[config.mk]
export PLATFORM = sky130hd
export DESIGN_NAME = regfile_write_arbiter
export DESIGN_NICKNAME = d
export VERILOG_FILES = /design/src/rtl/regfile_write_arbiter_pkg.sv /design/src/rtl/regfile_write_arbiter_rr_arbiter.sv /design/src/rtl/regfile_write_arbiter.sv
export SDC_FILE = /design/constraint.sdc
export NUM_CORES = 1
export LEC_CHECK = 0
export ABC_AREA = 1
export CAP_MARGIN = 20
export CORE_MARGIN = 2
export CORE_UTILIZATION = 36
export CTS_BUF_LIST = sky130_fd_sc_hd__clkbuf_4 sky130_fd_sc_hd__clkbuf_8 sky130_fd_sc_hd__clkbuf_16
export CTS_CLUSTER_DIAMETER = 30
export DETAILED_ROUTE_END_ITERATION = 10
export GPL_ROUTABILITY_DRIVEN = 1
export PLACE_DENSITY = 0.78
export REMOVE_ABC_BUFFERS = 1
export SLEW_MARGIN = 30
export SYNTH_ARGS = -nofsm -noshare
export SYNTH_HDL_FRONTEND = slang
export SYNTH_HIERARCHICAL = 1
export SYNTH_SLANG_ARGS = --single-unit
[constraint.sdc]
create_clock -name clk -period 1.8 [get_ports clk]
set_input_delay 0.54 -clock clk [delete_from_list [all_inputs] [get_ports clk]]
set_output_delay 0.54 -clock clk [all_outputs]
set_load 0.05 [all_outputs]
[src/rtl/regfile_write_arbiter_pkg.sv]
// Shared constants for the register-file write arbiter and the control unit
// that names its writeback sources.
package regfile_write_arbiter_pkg;

  localparam int unsigned WIDTH_DEF      = 32;
  localparam int unsigned ADDR_WIDTH_DEF = 5;
  localparam int unsigned NUM_REQ_DEF    = 3;
  localparam int unsigned DROP_W         = 8;

  // Register 0 is hard-wired; writes to it are accepted but discarded
  localparam int unsigned REG_ZERO = 0;

  // Writeback source indices used by the control unit
  localparam int unsigned WB_ALU  = 0;
  localparam int unsigned WB_MEM  = 1;
  localparam int unsigned WB_LINK = 2;

  // Index width that stays legal for a single requester
  function automatic int unsigned idx_width(input int unsigned n);
    return (n > 1) ? $clog2(n) : 1;
  endfunction

endpackage

[src/rtl/regfile_write_arbiter_rr_arbiter.sv]
// Round-robin priority picker: grants the first valid requester at or after
// the pointer, and moves the pointer past the winner when told a transfer happened.
module regfile_write_arbiter_rr_arbiter
  import regfile_write_arbiter_pkg::*;
#(
  parameter int unsigned NUM_REQ = NUM_REQ_DEF,
  parameter int unsigned IDX_W   = idx_width(NUM_REQ)
) (
  input  logic               clk,
  input  logic               reset,
  input  logic               en_i,
  input  logic [NUM_REQ-1:0] valid_i,
  input  logic               upd_i,
  output logic [NUM_REQ-1:0] grant_o,
  output logic [IDX_W-1:0]   idx_o,
  output logic               any_o
);

  logic [IDX_W-1:0]   ptr_q;
  logic [IDX_W-1:0]   ptr_d;
  logic [NUM_REQ-1:0] low_mask_c;
  logic [NUM_REQ-1:0] cand_c;

  // Prefer requesters at or above the pointer; fall back to the wrapped set
  always_comb begin
    low_mask_c = '0;
    for (int i = 0; i < int'(NUM_REQ); i++) begin
      low_mask_c[IDX_W'(i)] = (IDX_W'(i) < ptr_q);
    end
    cand_c = ((valid_i & ~low_mask_c) != '0) ? (valid_i & ~low_mask_c) : valid_i;
    if (!en_i) begin
      cand_c = '0;
    end
    idx_o = '0;
    for (int i = int'(NUM_REQ) - 1; i >= 0; i--) begin
      if (cand_c[IDX_W'(i)]) begin
        idx_o = IDX_W'(i);
      end
    end
    any_o   = |cand_c;
    grant_o = any_o ? (NUM_REQ'(1) << idx_o) : '0;
  end

  always_comb begin
    ptr_d = ptr_q;
    if (upd_i && any_o) begin
      ptr_d = (idx_o == IDX_W'(NUM_REQ - 1)) ? '0 : idx_o + IDX_W'(1);
    end
  end

  always_ff @(posedge clk or posedge reset) begin
    if (reset) begin
      ptr_q <= '0;
    end else begin
      ptr_q <= ptr_d;
    end
  end

endmodule

[src/rtl/regfile_write_arbiter.sv]
// Shares the register file's single write port among NUM_REQ writeback sources
// with round-robin grants, a registered output stage and a pending-write mask.
module regfile_write_arbiter
  import regfile_write_arbiter_pkg::*;
#(
  parameter int unsigned WIDTH      = WIDTH_DEF,
  parameter int unsigned ADDR_WIDTH = ADDR_WIDTH_DEF,
  parameter int unsigned NUM_REQ    = NUM_REQ_DEF
) (
  input  logic                          clk,
  input  logic                          reset,
  input  logic                          en,
  input  logic [NUM_REQ-1:0]            req_valid,
  input  logic [NUM_REQ*ADDR_WIDTH-1:0] req_addr,
  input  logic [NUM_REQ*WIDTH-1:0]      req_data,
  output logic [NUM_REQ-1:0]            req_ready,
  output logic                          regWrite,
  output logic [ADDR_WIDTH-1:0]         writeAddr,
  output logic [WIDTH-1:0]              writeData,
  output logic [(1<<ADDR_WIDTH)-1:0]    pending,
  output logic [DROP_W-1:0]             drop_count
);

  localparam int unsigned IDX_W = idx_width(NUM_REQ);
  localparam int unsigned NREG  = 1 << ADDR_WIDTH;

  logic                  arb_en_c;
  logic [NUM_REQ-1:0]    grant_c;
  logic [IDX_W-1:0]      gnt_idx_c;
  logic                  gnt_any_c;
  logic                  hs_c;
  logic [ADDR_WIDTH-1:0] sel_addr_c;
  logic [WIDTH-1:0]      sel_data_c;
  logic [NREG-1:0]       pending_c;

  logic                  reg_write_q, reg_write_d;
  logic [ADDR_WIDTH-1:0] write_addr_q, write_addr_d;
  logic [WIDTH-1:0]      write_data_q, write_data_d;
  logic [DROP_W-1:0]     drop_cnt_q, drop_cnt_d;

  // Grants are suppressed while reset is held, not only after it is sampled
  assign arb_en_c = en & ~reset;

  regfile_write_arbiter_rr_arbiter #(
    .NUM_REQ (NUM_REQ),
    .IDX_W   (IDX_W)
  ) u_arb (
    .clk     (clk),
    .reset   (reset),
    .en_i    (arb_en_c),
    .valid_i (req_valid),
    .upd_i   (hs_c),
    .grant_o (grant_c),
    .idx_o   (gnt_idx_c),
    .any_o   (gnt_any_c)
  );

  assign req_ready = grant_c;
  assign hs_c      = gnt_any_c & (|(req_valid & grant_c));

  always_comb begin
    sel_addr_c = '0;
    sel_data_c = '0;
    for (int i = 0; i < int'(NUM_REQ); i++) begin
      if (gnt_idx_c == IDX_W'(i)) begin
        sel_addr_c = req_addr[i*ADDR_WIDTH +: ADDR_WIDTH];
        sel_data_c = req_data[i*WIDTH +: WIDTH];
      end
    end
  end

  // Output stage: capture the winner; address/data hold when idle
  always_comb begin
    reg_write_d  = 1'b0;
    write_addr_d = write_addr_q;
    write_data_d = write_data_q;
    drop_cnt_d   = drop_cnt_q;
    if (hs_c) begin
      write_addr_d = sel_addr_c;
      write_data_d = sel_data_c;
      reg_write_d  = (sel_addr_c != ADDR_WIDTH'(REG_ZERO));
      if ((sel_addr_c == ADDR_WIDTH'(REG_ZERO)) && (drop_cnt_q != '1)) begin
        drop_cnt_d = drop_cnt_q + DROP_W'(1);
      end
    end
  end

  always_ff @(posedge clk or posedge reset) begin
    if (reset) begin
      reg_write_q  <= 1'b0;
      write_addr_q <= '0;
      write_data_q <= '0;
      drop_cnt_q   <= '0;
    end else begin
      reg_write_q  <= reg_write_d;
      write_addr_q <= write_addr_d;
      write_data_q <= write_data_d;
      drop_cnt_q   <= drop_cnt_d;
    end
  end

  // Writes in flight: requests still waiting plus the one on the port
  always_comb begin
    pending_c = '0;
    for (int i = 0; i < int'(NUM_REQ); i++) begin
      if (req_valid[IDX_W'(i)]) begin
        pending_c[req_addr[i*ADDR_WIDTH +: ADDR_WIDTH]] = 1'b1;
      end
    end
    if (reg_write_q) begin
      pending_c[write_addr_q] = 1'b1;
    end
    pending_c[ADDR_WIDTH'(REG_ZERO)] = 1'b0;
  end

  assign regWrite   = reg_write_q;
  assign writeAddr  = write_addr_q;
  assign writeData  = write_data_q;
  assign pending    = pending_c;
  assign drop_count = drop_cnt_q;

endmodule

==> impl_metrics.tcl, run 1 <==
set metrics [dict create \
    dieArea_mm2 0.0108 \
    worst_slack_ns -0.504 \
    yosys.area.top_type "dfrtp_1" \
    hp-class "input pin to asynchronous set/reset pin" \
    cts_sinks 48 \
    wire_per_inst_um 27.1 \
    slew_headroom_pct 37.6 \
    violations "negative setup slack" \
    syn_area_mm2 0.00360 \
    root_buffer "clkbuf_8" \
    rsz0062_at_grt "yes" \
    core_mm2 0.00973 \
    powerDensity_mw_per_mm2 716 \
    rows 36 \
    r2r_cells 15 \
    final.setup.tns_ns -25.89 \
    final_hold_viol_count 0 \
    regToRegEndpoint "drop_count[2]" \
    r2r_setup_slack_ns -0.50 \
    grt_pass1_wl_um 32700 \
    synth_cell_types 28 \
    synth_top_area_share_pct 33.3 \
    drc 0 \
    num_io_pins 198 \
    dp_hpwl_um 11400 \
    syn_inst 550 \
    placed_area_mm2 0.00673 \
    fin_crit_ns 2.30 \
    grt_use_total_pct 38.0 \
    fin_area_mm2 0.00916 \
    slew_viol_final 0 \
    vias 6298 \
    syn_to_final_growth_pct 154 \
    endpoint_kind "flop" \
    layout-drive-gt1-share_pct 57.0 \
    start_kind "flop" \
    worstSetupPathType "flop to flop" \
    via_per_inst 6.43 \
    die_w_um 104 \
    synth_area_leaders "dfrtp_1, nand2_1, a41oi_1" \
    tightest_slew_ns 0.934 \
    dr.first_iter.drc_count 532 \
    finalClockSkew_ns 0.0217 \
    cp.arrival_ns 2.49 \
    run_status "finished, violations left" \
    power.leakage_nw 4.18 \
    vdd_drop_max_v 0.000634 \
    ctsHtreeMaxLevel 2 \
    cap_viol_max_count 0 \
    overflow 0 \
    place_congestion 0.955 \
    min_period_over_period_pct 128 \
    design_power_total_mw 6.56 \
    clock_latency_ns 0.32 \
    yosys_warnings 6 \
    fmax_mhz 434 \
    io_buffers 195 \
    antenna_found_initial 0 \
    numCtsBuffers 5 \
    antennaDiodeCount 0 \
    crit_required_ns 1.98 \
    hold_buffers 0 \
    crit_fanout 7 \
    clk_pin_slew_ns 0.11 \
    setup_violations 81 \
    grt_max_degree 35 \
    dieHeight_um 104 \
    avgSynthCellArea_um2 6.55 \
    cts_tree "built" \
    wl_um 26600 \
    fin_nets 963 \
    utilization_pct 94.1 \
    grt_pass1_vias 6110 \
    drt_pre_antenna_iters 8 \
    synth_seq_cells 48 \
    cts_buffer_depth 2 \
    rr_startpoint "u_arb/ptr_q[1]" \
    start_util_pct 37.0 \
    yosysSeqAreaShare_pct 33.3 \
    fillers 262 \
    ant_nets 0 \
]
==> where the power goes <==
| group | leakage (nW) | internal, mW | total (mW) | switching, mW |
|---|---|---|---|---|
| Clock | 0.0479 | 0.330 | 0.756 | 0.427 |
| Sequential | 0.569 | 1.32 | 1.73 | 0.407 |
| Combinational | 3.56 | 1.80 | 4.08 | 2.28 |
| Total | 4.18 | 3.44 | 6.56 | 3.12 |
==> layout by cell type, fill, tap and decap left out, types with 12 or more instances in the layout <==
cell and count:
clkdlybuf4s50_1 101, nand2_2 47, nand2_1 158, inv_1 19, buf_12 72, buf_6 29
nand2_4 33, buf_4 75, nand3_1 13, nand3_2 18, buf_16 13, nor2_4 38
a41oi_2 31, nand3_4 21, dfrtp_1 45, inv_2 25, buf_2 12
==> cell type report <==
cell class              count  area [µm²]  share of cell area (%)
multi-input cells         428        3580                    39.1
flip-flops and latches     48        1200                    13.2
clock inverters             1        7.51                  0.0820
inverters                  53         234                    2.55
repair buffers            309        3870                    42.3
well taps                 133         166                    1.82
clock buffers               7        90.1                   0.984
==> how the worst max path moves through the flow <==
stage                   start            end  slack, ns  cells after the start
3_3_place_gp               en       regWrite      -0.76                     14
3_5_place_dp               en   writeData[1]      -0.81                     12
6_report       u_arb/ptr_q[1]  drop_count[2]      -0.50                     15
5_1_grt        u_arb/ptr_q[1]  drop_count[7]      -0.57                     15
4_1_cts          writeAddr[2]    pending[21]      -0.20                      6
2_1_floorplan              en   writeData[0]      -0.97                     13
==> kinds of logic after synthesis <==
group	after synthesis	synth area share [%]
xor+xnor	4	0.973
fa+ha+maj	1	0.347
other cells	2	0.208
flops	48	33.3
buf+inv	76	9.41
compound gates	45	10.3
simple gates	374	45.4
==> flip-flops by register name, indices dropped and copies added (netlist names) <==
name	flops
regWrite	1
writeData	32
writeAddr	5
u_arb/ptr_q	2
drop_count	8
==> metal layers <==
layer / GRT usage [%] / up-vias / wire length (µm)
li1: - / 2399 / -
met1: 39.2 / 2964 / 8040
met2: 67.8 / 690 / 12700
met3: 8.96 / 245 / 3050
met4: 26.4 / 0 / 2770
met5: 0 / - / 0
==> worst max-delay path, stage by stage, from the launching register on <==
cell and delay (ns):
dfrtp_1 0.43, nand2_2 0.11, nand2_1 0.07, nand2_1 0.10
nand2_2 0.09, nand2_4 0.09, inv_4 0.05, buf_6 0.12
buf_12 0.12, nor2_4 0.28, nand2_2 0.16, nand3_4 0.13
nor2_8 0.07, buf_12 0.13, nand4_1 0.12, nand2_1 0.09
==> synthesized netlist by cell type <==
cell and n:
nand2_1 234, nand3_1 49, dfrtp_1 48, inv_1 48, nor2_1 40, a41oi_1 32
nor3_1 21, buf_2 18, nand4_1 8, o221ai_1 7, nand2_2 5, nor2_4 5
o21ai_0 5, buf_4 3, inv_2 3, nand3_2 3, nand3b_1 3, nor2_2 3
xor2_1 3, buf_6 2, conb_1 2, inv_4 2, a21oi_1 1, and3_1 1
ha_1 1, nand4_4 1, nor2_8 1, xnor2_1 1
==> timing repair <==
| item | CTS | global route |
|---|---|---|
| cloned | 14 | 1 |
| pin swaps | 70 | 63 |
| buffers inserted | 24 | 12 |
| gates resized for setup | 355 | 134 |
| setup endpoints to repair | 81 | 81 |
==> per-stage QoR <==
| stage | worst slack, ns | cells | hold slack, ns |
|---|---|---|---|
| final | -0.504 | 979 | 0.229 |
| after global routing | -0.567 | 979 | 0.240 |
| after CTS | -0.201 | 967 | 0.234 |
| after detailed placement | -0.814 | 923 | 0.470 |
| after global placement | -0.762 | 923 | 0.466 |
| after floorplan | -0.967 | 528 | 0.281 |
Note: power is estimated with default switching activity, not from simulation.
==> run 2, diff against run 1 <==
- CORE_UTILIZATION: 36 -> 43
- PLACE_DENSITY: 0.78 -> 0.88
- clock period: 1.8 -> 2.8 ns (I/O delays scaled with it)
==> run 2 against run 1 <==
  * The flow now finishes without violations
  * Register-to-register slack gained 1.2 ns
  * Sequential power is 44% lower
  * Power decreased by 51%
  * Clock-buffer cell count fell by 2
  * Setup slack improved by 0.51 ns
==> impl_metrics.tcl, run 2 (synthesis gave the netlist of run 1 again) <==
set metrics [dict create \
    setup_violations 0 \
    fin_crit_ns 2.80 \
    r2r_cells 12 \
    worstPathCellList "clkdlybuf4s15_2 > buf_6 > nor3_1 > buf_4 > nand2_1 > nand3_1 > buf_12" \
    dp_hpwl_um 11300 \
    start_kind "input pin" \
    whs_path_depth 2 \
    ctsHtreeMaxLevel 2 \
    clk_pin_slew_ns 0.09 \
    vias 4799 \
    place_congestion 0.985 \
    cts_sinks 48 \
    num_io_pins 198 \
    run_status "finished, final reports clean" \
    cp.arrival_ns 1.96 \
    drt_pre_antenna_iters 5 \
    grt_pass1_wl_um 23100 \
    holdCritStartpoint "u_arb/ptr_q[0]" \
    syn_to_final_growth_pct 82.9 \
    cts_tree "built" \
    crit_path_top_delay_cell "nor3_1" \
    instances_no_fill 891 \
    vdd_drop_max_v 0.000329 \
    worst_slack_ns 0.00417 \
    numCtsBuffers 5 \
    clock_latency_ns 0.30 \
    crit_fanout 5 \
    placed_area_mm2 0.00631 \
    fin_nets 904 \
    rsz0062_at_grt "yes" \
    final_cell_mix "nand2_1, clkdlybuf4s50_1, dfrtp_1, buf_4, inv_1" \
    antennaDiodeCount 0 \
    grt_max_degree 47 \
    dr.first_iter.drc_count 250 \
    rr_startpoint "u_arb/ptr_q[1]" \
    layout_commonest_cell "nand2_1" \
    worstSetupPathType "input pin to primary output" \
    root_buffer "clkbuf_8" \
    tightest_slew_ns 0.791 \
    final.setup.tns_ns 0 \
    cpPeakStageDelay_ns 0.24 \
    io_buffers 195 \
    regToRegEndpoint "writeData[23]" \
    power.leakage_nw 3.02 \
    largest_reg_flops 32 \
    wire_per_inst_um 16.0 \
    post-place-ws_ns -0.324 \
    min_period_over_period_pct 99.9 \
    fmax_mhz 358 \
    cts_buffer_depth 2 \
    powerDensity_mw_per_mm2 486 \
    crit_required_ns 1.96 \
    endpoint_kind "primary output" \
    overflow 0 \
    ant_nets 0 \
    finalClockSkew_ns 0.00602 \
    drc 0 \
    final_hold_viol_count 0 \
    holdPathEnd "u_arb/ptr_q[0]" \
    placed_cells 880 \
    antenna_found_initial 1 \
    fin_area_mm2 0.00659 \
    grt_use_total_pct 32.4 \
    slew_viol_final 0 \
    utilization_pct 80.6 \
    dieArea_mm2 0.00913 \
    core_mm2 0.00818 \
    dieHeight_um 95.5 \
    r2r_setup_slack_ns 0.71 \
    cap_viol_max_count 0 \
    timing.hold.ws_ns 0.523 \
    slew_headroom_pct 47.2 \
    fillers 545 \
    start_util_pct 44.1 \
    die_w_um 95.5 \
    rows 33 \
    layout-drive-gt1-share_pct 19.5 \
    design_power_total_mw 3.20 \
    wl_um 14300 \
    hp-class "flop to flop" \
    via_per_inst 5.39 \
    grt_pass1_vias 4917 \
]
==> run 2: cell types whose count changed in the layout (fill, tap and decap cells not counted), moves of 33 or more <==
cell             previous run  this run
buf_12                     72        34
clkdlybuf4s50_1           101       147
nand2_1                   158       234
nand2_2                    47         5
nand2_4                    33         0
nor2_1                      5        39
==> run 2: timing repair <==
item / 4_1_cts / 5_1_grt
setup endpoints to repair: 33 / 26
buffers inserted: 3 / 1
pin swaps: 7 / 1
endpoints found under the hold margin: 0 / 0
hold buffers: 0 / 0
resized for setup: 48 / 22
==> run 2: report_power, final <==
part	internal (mW)	switching [mW]	leakage (nW)
Clock	0.352	0.232	0.0642
Sequential	0.846	0.120	0.573
Combinational	0.630	1.03	2.39
Total	1.83	1.38	3.02
==> run 2: worst max path at each step <==
stage / startpoint / end / slack [ns] / depth (start not counted)
final: req_addr[4] / pending[3] / 0.004 / 7
after global routing: req_addr[4] / pending[12] / -0.06 / 7
after CTS: req_addr[5] / pending[4] / 0.002 / 6
after detailed placement: req_addr[5] / pending[1] / -0.32 / 7
after global placement: req_addr[2] / pending[4] / -0.29 / 7
after floorplan: en / writeData[0] / -0.27 / 13
==> run 2: metal layers <==
| metal | vias up | part of all wire, % | track usage [%] |
|---|---|---|---|
| li1 | 2269 | - | - |
| met1 | 2215 | 37 | 37.1 |
| met2 | 265 | 50 | 57.5 |
| met3 | 48 | 8.8 | 7.04 |
| met4 | 2 | 3.9 | 14.8 |
| met5 | - | 0.077 | 0 |
==> run 2: worst max-delay path: cells and delay by family <==
family	cells	cell delay, ns
buf+inv	4	0.68
simple gates	3	0.43
==> run 2: area by class of cell <==
type	count	area, µm²	area share, %
clock inverters	2	60.1	0.911
well taps	105	131	1.99
inverters	53	204	3.09
clock buffers	5	68.8	1.04
multi-input cells	427	2180	33.1
repair buffers	251	2740	41.6
flip-flops and latches	48	1200	18.2
